`src/rtl/pico_pkg.sv`:
```
// Shared definitions for the pico controller: ALU function codes, opcode
// values and the controller state encoding. The ALU uses the same codes.
package pico_pkg;

    // ALU function codes
    localparam int unsigned RA   = 0;
    localparam int unsigned RADD = 1;
    localparam int unsigned RSUB = 2;
    localparam int unsigned RMUL = 3;

    // Instruction opcodes (10-14 are reserved and decode as NOP)
    localparam int unsigned OP_NOP  = 0;
    localparam int unsigned OP_ADD  = 1;
    localparam int unsigned OP_ADDI = 2;
    localparam int unsigned OP_SUB  = 3;
    localparam int unsigned OP_SUBI = 4;
    localparam int unsigned OP_MUL  = 5;
    localparam int unsigned OP_MULI = 6;
    localparam int unsigned OP_IN   = 7;
    localparam int unsigned OP_BEQ  = 8;
    localparam int unsigned OP_J    = 9;
    localparam int unsigned OP_HALT = 15;

    typedef enum logic [2:0] {
        START,
        RUN,
        WAIT_PRESS,
        WAIT_REL,
        HALT
    } state_t;

endpackage

```
`src/rtl/pico_if.sv`:
```
// Controller <-> datapath bundle.
//   master (controller): takes opcode/zero, drives the datapath strobes.
//   slave  (datapath)  : drives opcode/zero, takes the strobes.
interface pico_if #(
    parameter int unsigned OPW = 4,
    parameter int unsigned FW  = 4
) ();
    logic [OPW-1:0] opcode;
    logic           zero;
    logic [FW-1:0]  alu_func;
    logic           imm_sel;
    logic           in_sel;
    logic           reg_we;
    logic           pc_inc;
    logic           pc_load;
    logic           halted;

    modport master (
        input  opcode, zero,
        output alu_func, imm_sel, in_sel, reg_we, pc_inc, pc_load, halted
    );

    modport slave (
        output opcode, zero,
        input  alu_func, imm_sel, in_sel, reg_we, pc_inc, pc_load, halted
    );
endinterface

```
`src/rtl/btn_sync.sv`:
```
// Two-flop synchroniser for the external button strobe.
//   clk, nReset : clock and async active-low clear
//   btn         : raw asynchronous button input
//   btn_s       : button synchronised into clk, two-cycle latency
module btn_sync (
    input  logic clk,
    input  logic nReset,
    input  logic btn,
    output logic btn_s
);
    logic meta;

    always_ff @(posedge clk or negedge nReset) begin
        if (!nReset) begin
            meta  <= 1'b0;
            btn_s <= 1'b0;
        end else begin
            meta  <= btn;
            btn_s <= meta;
        end
    end
endmodule

```
`src/rtl/pico_ctrl.sv`:
```
// Multi-cycle control unit for the pico CPU. Decodes the current opcode in
// RUN and sequences the IN instruction around a synchronised button press.
//   clk, nReset : clock and async active-low reset
//   btn         : asynchronous input-strobe button
//   bus         : opcode/zero in, ALU and PC/register strobes out
// Strobes are decoded combinationally from the registered state so that
// they clear as soon as nReset asserts.
module pico_ctrl
    import pico_pkg::*;
#(
    parameter int unsigned OPW = 4,
    parameter int unsigned FW  = 4
) (
    input  logic   clk,
    input  logic   nReset,
    input  logic   btn,
    pico_if.master bus
);
    state_t        state;
    state_t        state_nxt;
    logic          btn_s;
    logic [FW-1:0] alu_func_c;
    logic          imm_sel_c;
    logic          in_sel_c;
    logic          reg_we_c;
    logic          pc_inc_c;
    logic          pc_load_c;
    logic          halted_c;

    btn_sync u_btn_sync (
        .clk    (clk),
        .nReset (nReset),
        .btn    (btn),
        .btn_s  (btn_s)
    );

    // State register
    always_ff @(posedge clk or negedge nReset) begin
        if (!nReset) state <= START;
        else         state <= state_nxt;
    end

    // Next-state and strobe decode
    always_comb begin
        state_nxt  = state;
        alu_func_c = FW'(RA);
        imm_sel_c  = 1'b0;
        in_sel_c   = 1'b0;
        reg_we_c   = 1'b0;
        pc_inc_c   = 1'b0;
        pc_load_c  = 1'b0;
        halted_c   = 1'b0;

        case (state)
            START: state_nxt = RUN;

            RUN: begin
                case (bus.opcode)
                    OPW'(OP_ADD), OPW'(OP_ADDI): begin
                        alu_func_c = FW'(RADD);
                        imm_sel_c  = (bus.opcode == OPW'(OP_ADDI));
                        reg_we_c   = 1'b1;
                        pc_inc_c   = 1'b1;
                    end
                    OPW'(OP_SUB), OPW'(OP_SUBI): begin
                        alu_func_c = FW'(RSUB);
                        imm_sel_c  = (bus.opcode == OPW'(OP_SUBI));
                        reg_we_c   = 1'b1;
                        pc_inc_c   = 1'b1;
                    end
                    OPW'(OP_MUL), OPW'(OP_MULI): begin
                        alu_func_c = FW'(RMUL);
                        imm_sel_c  = (bus.opcode == OPW'(OP_MULI));
                        reg_we_c   = 1'b1;
                        pc_inc_c   = 1'b1;
                    end
                    OPW'(OP_IN):   state_nxt = WAIT_PRESS;
                    OPW'(OP_BEQ): begin
                        // Compare by subtraction; the datapath reports zero
                        alu_func_c = FW'(RSUB);
                        pc_load_c  = bus.zero;
                        pc_inc_c   = !bus.zero;
                    end
                    OPW'(OP_J):    pc_load_c = 1'b1;
                    OPW'(OP_HALT): state_nxt = HALT;
                    default:       pc_inc_c  = 1'b1;
                endcase
            end

            // Single write on the press edge; WAIT_REL blocks repeats
            WAIT_PRESS: begin
                if (btn_s) begin
                    in_sel_c  = 1'b1;
                    reg_we_c  = 1'b1;
                    state_nxt = WAIT_REL;
                end
            end

            WAIT_REL: begin
                if (!btn_s) begin
                    pc_inc_c  = 1'b1;
                    state_nxt = RUN;
                end
            end

            HALT:    halted_c = 1'b1;

            default: state_nxt = START;
        endcase
    end

    assign bus.alu_func = alu_func_c;
    assign bus.imm_sel  = imm_sel_c;
    assign bus.in_sel   = in_sel_c;
    assign bus.reg_we   = reg_we_c;
    assign bus.pc_inc   = pc_inc_c;
    assign bus.pc_load  = pc_load_c;
    assign bus.halted   = halted_c;
endmodule

```
`src/flat_wrapper.sv`:
```
// flat-port wrapper written by rule: the top's interface ports become plain ports
module pico_ctrl_flat import pico_pkg::*;
#(
    parameter int unsigned OPW = 4,
    parameter int unsigned FW  = 4
)
  (clk, nReset, btn, bus_opcode, bus_zero, bus_alu_func, bus_imm_sel, bus_in_sel, bus_reg_we, bus_pc_inc, bus_pc_load, bus_halted);
  pico_if #(.OPW(OPW), .FW(FW)) bus_i ();
  input  logic clk;
  input  logic nReset;
  input  logic btn;
  input wire logic [$bits(bus_i.opcode)-1:0] bus_opcode;
  input wire logic [$bits(bus_i.zero)-1:0] bus_zero;
  output wire logic [$bits(bus_i.alu_func)-1:0] bus_alu_func;
  output wire logic [$bits(bus_i.imm_sel)-1:0] bus_imm_sel;
  output wire logic [$bits(bus_i.in_sel)-1:0] bus_in_sel;
  output wire logic [$bits(bus_i.reg_we)-1:0] bus_reg_we;
  output wire logic [$bits(bus_i.pc_inc)-1:0] bus_pc_inc;
  output wire logic [$bits(bus_i.pc_load)-1:0] bus_pc_load;
  output wire logic [$bits(bus_i.halted)-1:0] bus_halted;
  assign bus_i.opcode = bus_opcode;
  assign bus_i.zero = bus_zero;
  assign bus_alu_func = bus_i.alu_func;
  assign bus_imm_sel = bus_i.imm_sel;
  assign bus_in_sel = bus_i.in_sel;
  assign bus_reg_we = bus_i.reg_we;
  assign bus_pc_inc = bus_i.pc_inc;
  assign bus_pc_load = bus_i.pc_load;
  assign bus_halted = bus_i.halted;
  pico_ctrl #(.OPW(OPW), .FW(FW)) u_core (.clk(clk), .nReset(nReset), .btn(btn), .bus(bus_i));
endmodule
```
`config.mk`:
```
export PLATFORM = sky130hd
export DESIGN_NAME = pico_ctrl_flat
export DESIGN_NICKNAME = d
export VERILOG_FILES = /design/src/rtl/pico_pkg.sv /design/src/rtl/pico_if.sv /design/src/rtl/btn_sync.sv /design/src/rtl/pico_ctrl.sv /design/src/flat_wrapper.sv
export SDC_FILE = /design/constraint.sdc
export NUM_CORES = 1
export LEC_CHECK = 0
export ABC_CLOCK_PERIOD_IN_PS = 1700
export CORE_AREA = 10 10 47 49
export CTS_BUF_LIST = sky130_fd_sc_hd__clkbuf_4 sky130_fd_sc_hd__clkbuf_8
export CTS_CLUSTER_DIAMETER = 100
export DETAILED_ROUTE_END_ITERATION = 10
export DIE_AREA = 0 0 57 59
export GPL_TIMING_DRIVEN = 1
export PLACE_DENSITY_LB_ADDON = 0.08
export SYNTH_ARGS = -nofsm -noshare
export SYNTH_HDL_FRONTEND = slang
export SYNTH_HIERARCHICAL = 1
export SYNTH_SLANG_ARGS = --single-unit
```
`constraint.sdc`:
```
create_clock -name clk -period 1.7 [get_ports clk]
set_clock_uncertainty 0.1 [all_clocks]
set_input_delay 0.17 -clock clk [delete_from_list [all_inputs] [get_ports clk]]
set_output_delay 0.17 -clock clk [all_outputs]
set_load 0.05 [all_outputs]
```
## After elaboration in Yosys (flattened, before gate mapping)

Index checks and enable logic that the tools add are counted.

| cells by class | value |
|---|---|
| equality and inequality tests | 17 |
| reductions and logical operators | 9 |
| bitwise operators | 1 |
| mux-type cells | 18 |

Operators with widths:

| cell | count |
|---|---|
| $eq 4x3->1 const B | 4 |
| $pmux 3 s5 | 1 |
| $eq 4x4->1 const B | 3 |
| $eq 4x2->1 const B | 2 |
| $pmux 1 s2 | 4 |
| $mux 1 | 7 |
| $eq 3x2->1 const B | 2 |
| $mux 3 | 2 |
| $pmux 2 s3 | 1 |
| $pmux 3 s2 | 1 |
| $reduce_or 2->1 | 3 |
| $reduce_or 3->1 | 2 |
| $reduce_or 6->1 | 1 |
| $eq 4x1->1 const B | 1 |
| $mux 4 | 1 |
| $ne 2x2->1 const B | 2 |
| $reduce_and 4->1 | 1 |
| $eq 3x1->1 const B | 1 |
| $eq 3x3->1 const B | 1 |
| $logic_not 3->1 | 1 |
| $ne 3x3->1 const B | 1 |
| $pmux 1 s3 | 1 |
| $logic_not 1->1 | 1 |
| $not 1->1 | 1 |

| storage, ports and cells | value |
|---|---|
| word-level logic and storage cells | 48 |
| bits of input ports | 8 |
| output and inout bits | 10 |
| flip-flop bits (word level) | 5 |

## Depth between registers and ports, before layout

| logic depth | value |
|---|---|
| word-level depth | 4 |
| depth in mapped cells | 4 |

## Cells and area by module

The synthesis kept the hierarchy.

Modules (own cells, without submodules):

| module | area an instance (µm²) | cells each | sequential area each (µm²) | times used |
|---|---|---|---|---|
| pico_ctrl | 299.0 | 36 | 75.1 | 1 |
| btn_sync | 50.0 | 2 | 50.0 | 1 |

## Worst setup path before layout

OpenSTA, ideal clock, no wires.

| path | value |
|---|---|
| path type | register -> output |
| from | register u_core.state[1] |
| to | output port bus_reg_we |
| buffers on the path | 0 |
| arrival time | 2712 ps |
| setup slack | -1282 ps |
| required time | 1430 ps |
| stages on the path, launching flop included | 4 |
| cell sequence | dfrtp_1 inv_1 nor4b_1 or2_1 |

| between the ends | value |
|---|---|
| word-level cells in the longest chain between the ends | 2 |

Ends and longest elaborated chain:

| item | line | RTL |
|---|---|---|
| from (decl) | pico_ctrl.sv:19 | `state_t state;` |
| from (signal assigned) | pico_ctrl.sv:40 | `else state <= state_nxt;` |
| $eq 3x2->1 / $eq 3x1->1 (equally long branches) | pico_ctrl.sv:54 | `case (state)` |
| $pmux 1 s2 * | pico_ctrl.sv:54 |  |
| to (decl) | flat_wrapper.sv:17 | `output wire logic [$bits(bus_i.reg_we)-1:0] bus_reg_we;` |

Mark *: on every way between the ends. The rest lies on a longest branch, timed or not.

## Worst setup path in the final report

| path | value |
|---|---|
| from | register u_core.state[1] |
| to | output port bus_alu_func[1] |

| between the ends | value |
|---|---|
| word-level cells in the longest chain between the ends | 2 |

Ends and longest elaborated chain:

| item | line | RTL |
|---|---|---|
| $eq 3x1->1 | pico_ctrl.sv:54 |  |
| $mux 4 | pico_ctrl.sv:54 |  |
| to (decl) | flat_wrapper.sv:14 | `output wire logic [$bits(bus_i.alu_func)-1:0] bus_alu_func;` |

Every way passes these cells.

==> results.yml <==
clock_network:
  cts_tree: "done"
  cts.sink_count: 5
  insertion_delay_ps: 250
  clock_path_buffers: 2
  cts_root_buf: "clkbuf_4"
  clk_pin_slew_ps: 50
  cts_made_buffers: 3
  htreeDepth: 1
floorplan:
  fp.dieH_microns: 59
  rows: 14
  start_util_pct: 24.9
  coreArea_sq_um: 1400
  die_x_microns: 57
  io-pin-count: 18
  die_area_sq_um: 3360
final_layout:
  n_antenna_cell: 0
  nFillCells: 127
  syn2layout_area_growth_pct: 146
  nNetsFinal: 80
  drive_gt1_share_pct: 62.0
logic_synthesis:
  synth_top_area_share_pct: 35.8
  yosys_warnings: 6
  synth_area_leaders: "dfrtp_1, a31o_2, nor4b_1"
  yosysTopAreaCell: "dfrtp_1"
  synth_flop_cell: "dfrtp_1"
  yosys.cell_count.top_type: "dfrtp_1"
  syn_inst: 38
  synth.distinct_cells: 25
  ys_ff_latch: 5
  yosysSeqAreaShare_pct: 35.8
  netlist_top_cells_count: "dfrtp_1, nor2_1, nor3_1"
  avgSynthCellArea_sq_um: 9.19
  syn_area_sq_um: 349
  synth_edf_count: 0
  synthArstFlopShare_pct: 100
timing:
  layout_setup_ws_ps: -210
  finalMaxSlewViolations: 0
  hold_viol_final: 0
  finalSetupViolCount: 7
  rsz0062_at_grt: "true"
  max_freq_mhz: 524
  fin_crit_sh_pct: 112
  period_needed_ps: 1910
placed_design:
  gp_congestion: 0.695
  port_buffers: 15
  pre_cts_ws_ps: -54.2
  hpwl_microns: 1070
pwr:
  switching_share_pct: 36.0
  total_power_mw: 0.618
  pwr-share-seq_pct: 21.3
  power_density_nw_per_um2: 719
  internal_power_mw: 0.396
  leakagePower_nw: 0.375
  p_switching_mw: 0.222
  peakVddDrop_mv: 0.285
  combPwrFrac_pct: 53.0
  pwr-share-clk_pct: 25.7
critical_path:
  critPathBufInv: 2
  crit_family: "simple AND/OR/NAND/NOR gates"
  start_kind: "register"
  arrival_ps: 1640
  critPathRequiredTime_ps: 1430
  slowest_delay_ps: 430
  path_cells: "or3b_4, buf_6, o32ai_4, buf_12"
  path_class: "register to output pin"
  critPathMaxFanout: 3
  cp_slowest_cell: "or3b_4"
  endpoint_kind: "output pin"
drt:
  drt_iter0_markers: 6
  vias_per_cell: 4.78
  drc: 0
  firstDrtPassIters: 4
  m1WireLength_microns: 455
  dr_wl_met2_microns: 827
  top_layer: "met4"
  ant_nets: 0
  wl_per_cell_microns: 16.1
  totalWireLength_microns: 1400
  vias: 416
  wl_met3_microns: 79
global_route:
  grt_usage_pct: 9.47
  grt_pass1_vias: 480
  grt_first_pass_wirelength_microns: 2430
  grt_overflow: 0
  grt_max_degree: 9
  antenna_found_initial: 0
run_status:
  violations: "setup timing"
  outcome: "finished, violations left"
run:
  drv_cap: 0
worst_hold_path:
  hp-class: "primary input to async pin"
## placed cells by master, fill, tap and decap left out, types with 2 or more instances in the layout
cell type / count
conb_1: 2
dlymetal6s2s_1: 2
buf_12: 7
clkdlybuf4s50_1: 5
nor2_4: 2
nor4b_4: 2
dfrtp_1: 5
nor3_1: 2
clkbuf_4: 4
buf_6: 2
buf_4: 14
## routing by layer
| layer | vias up | track usage (%) |
|---|---|---|
| met3 | 4 | 3.43 |
| li1 | 205 | - |
| met5 | - | 0 |
| met2 | 10 | 17.5 |
| met1 | 197 | 8.19 |
| met4 | 0 | 7.05 |
## registers in the layout, indices dropped and copies added (netlist names)
name and count:
u_core/u_btn_sync/btn_s 1, u_core/state 3, u_core/u_btn_sync/meta 1
## final cells by class
type | count | area, sq um | share of cell area (%)
multi-input cells | 30 | 319 | 37.1
well taps | 16 | 20.0 | 2.33
clock buffers | 4 | 30.0 | 3.49
flip-flops and latches | 5 | 125 | 14.6
repair buffers | 31 | 358 | 41.6
inverters | 1 | 7.51 | 0.873
## what timing repair did
action	in CTS	in global routing
endpoints found under the hold margin	0	0
hold buffers	0	0
setup buffers	3	3
resized for setup	13	7
setup endpoints to repair	6	7
pin swaps	7	2
## path summary, 6_finish.rpt
kind / slack, ps / start / cells after the start / endpoint
setup / recovery: -210 / u_core/state[1] / 4 / bus_alu_func[1]
hold / removal: 40 / nReset / 1 / u_core/state[0]
setup reg to reg: 300 / u_core/state[0] / 5 / u_core/state[2]
hold reg to reg: 260 / u_core/u_btn_sync/meta / 0 / u_core/u_btn_sync/btn_s
max in group asynchronous: 1270 / nReset / 1 / u_core/u_btn_sync/meta
min in group clk: 260 / u_core/u_btn_sync/meta / 0 / u_core/u_btn_sync/btn_s
## through the flow
stage / std cells / cell area (sq um) / TNS [ps] / hold slack (ps) / util [%]
final: 87 / 860 / -751 / 40.2 / 61.3
after global placement: 80 / 724 / -8.87 / 245 / 51.7
after global routing: 87 / 860 / -1250 / 49.2 / 61.3
after CTS: 87 / 837 / -1050 / 43.6 / 59.7
after floorplan: 39 / 408 / -258 / -226 / -
after detailed placement: 80 / 724 / -89.5 / 252 / 51.7
## cells by family (layout without fill, tap and decap cells)
logic type                Yosys count  in the layout  synth area share, %
muxes                               2              2                 6.09
buffers and inverters               4             36                 6.45
xor gates and xnor gates            1              1                 2.51
AOI/OAI and AO/OA                   6              6                 14.7
other                               1              2                 1.07
and+or+nand+nor                    19             19                 33.3
DFF                                 5              5                 35.8
## power by group through the flow
stage | clock network, mW | logic [mW] | registers [mW]
after global routing | 0.174 | 0.347 | 0.132
final | 0.159 | 0.327 | 0.132
after CTS | 0.161 | 0.316 | 0.131
after detailed placement | 0 | 0.269 | 0.133
after floorplan | 0 | 0.138 | 0.137
after global placement | 0 | 0.265 | 0.132
Note: power is estimated with default switching activity, not from simulation.
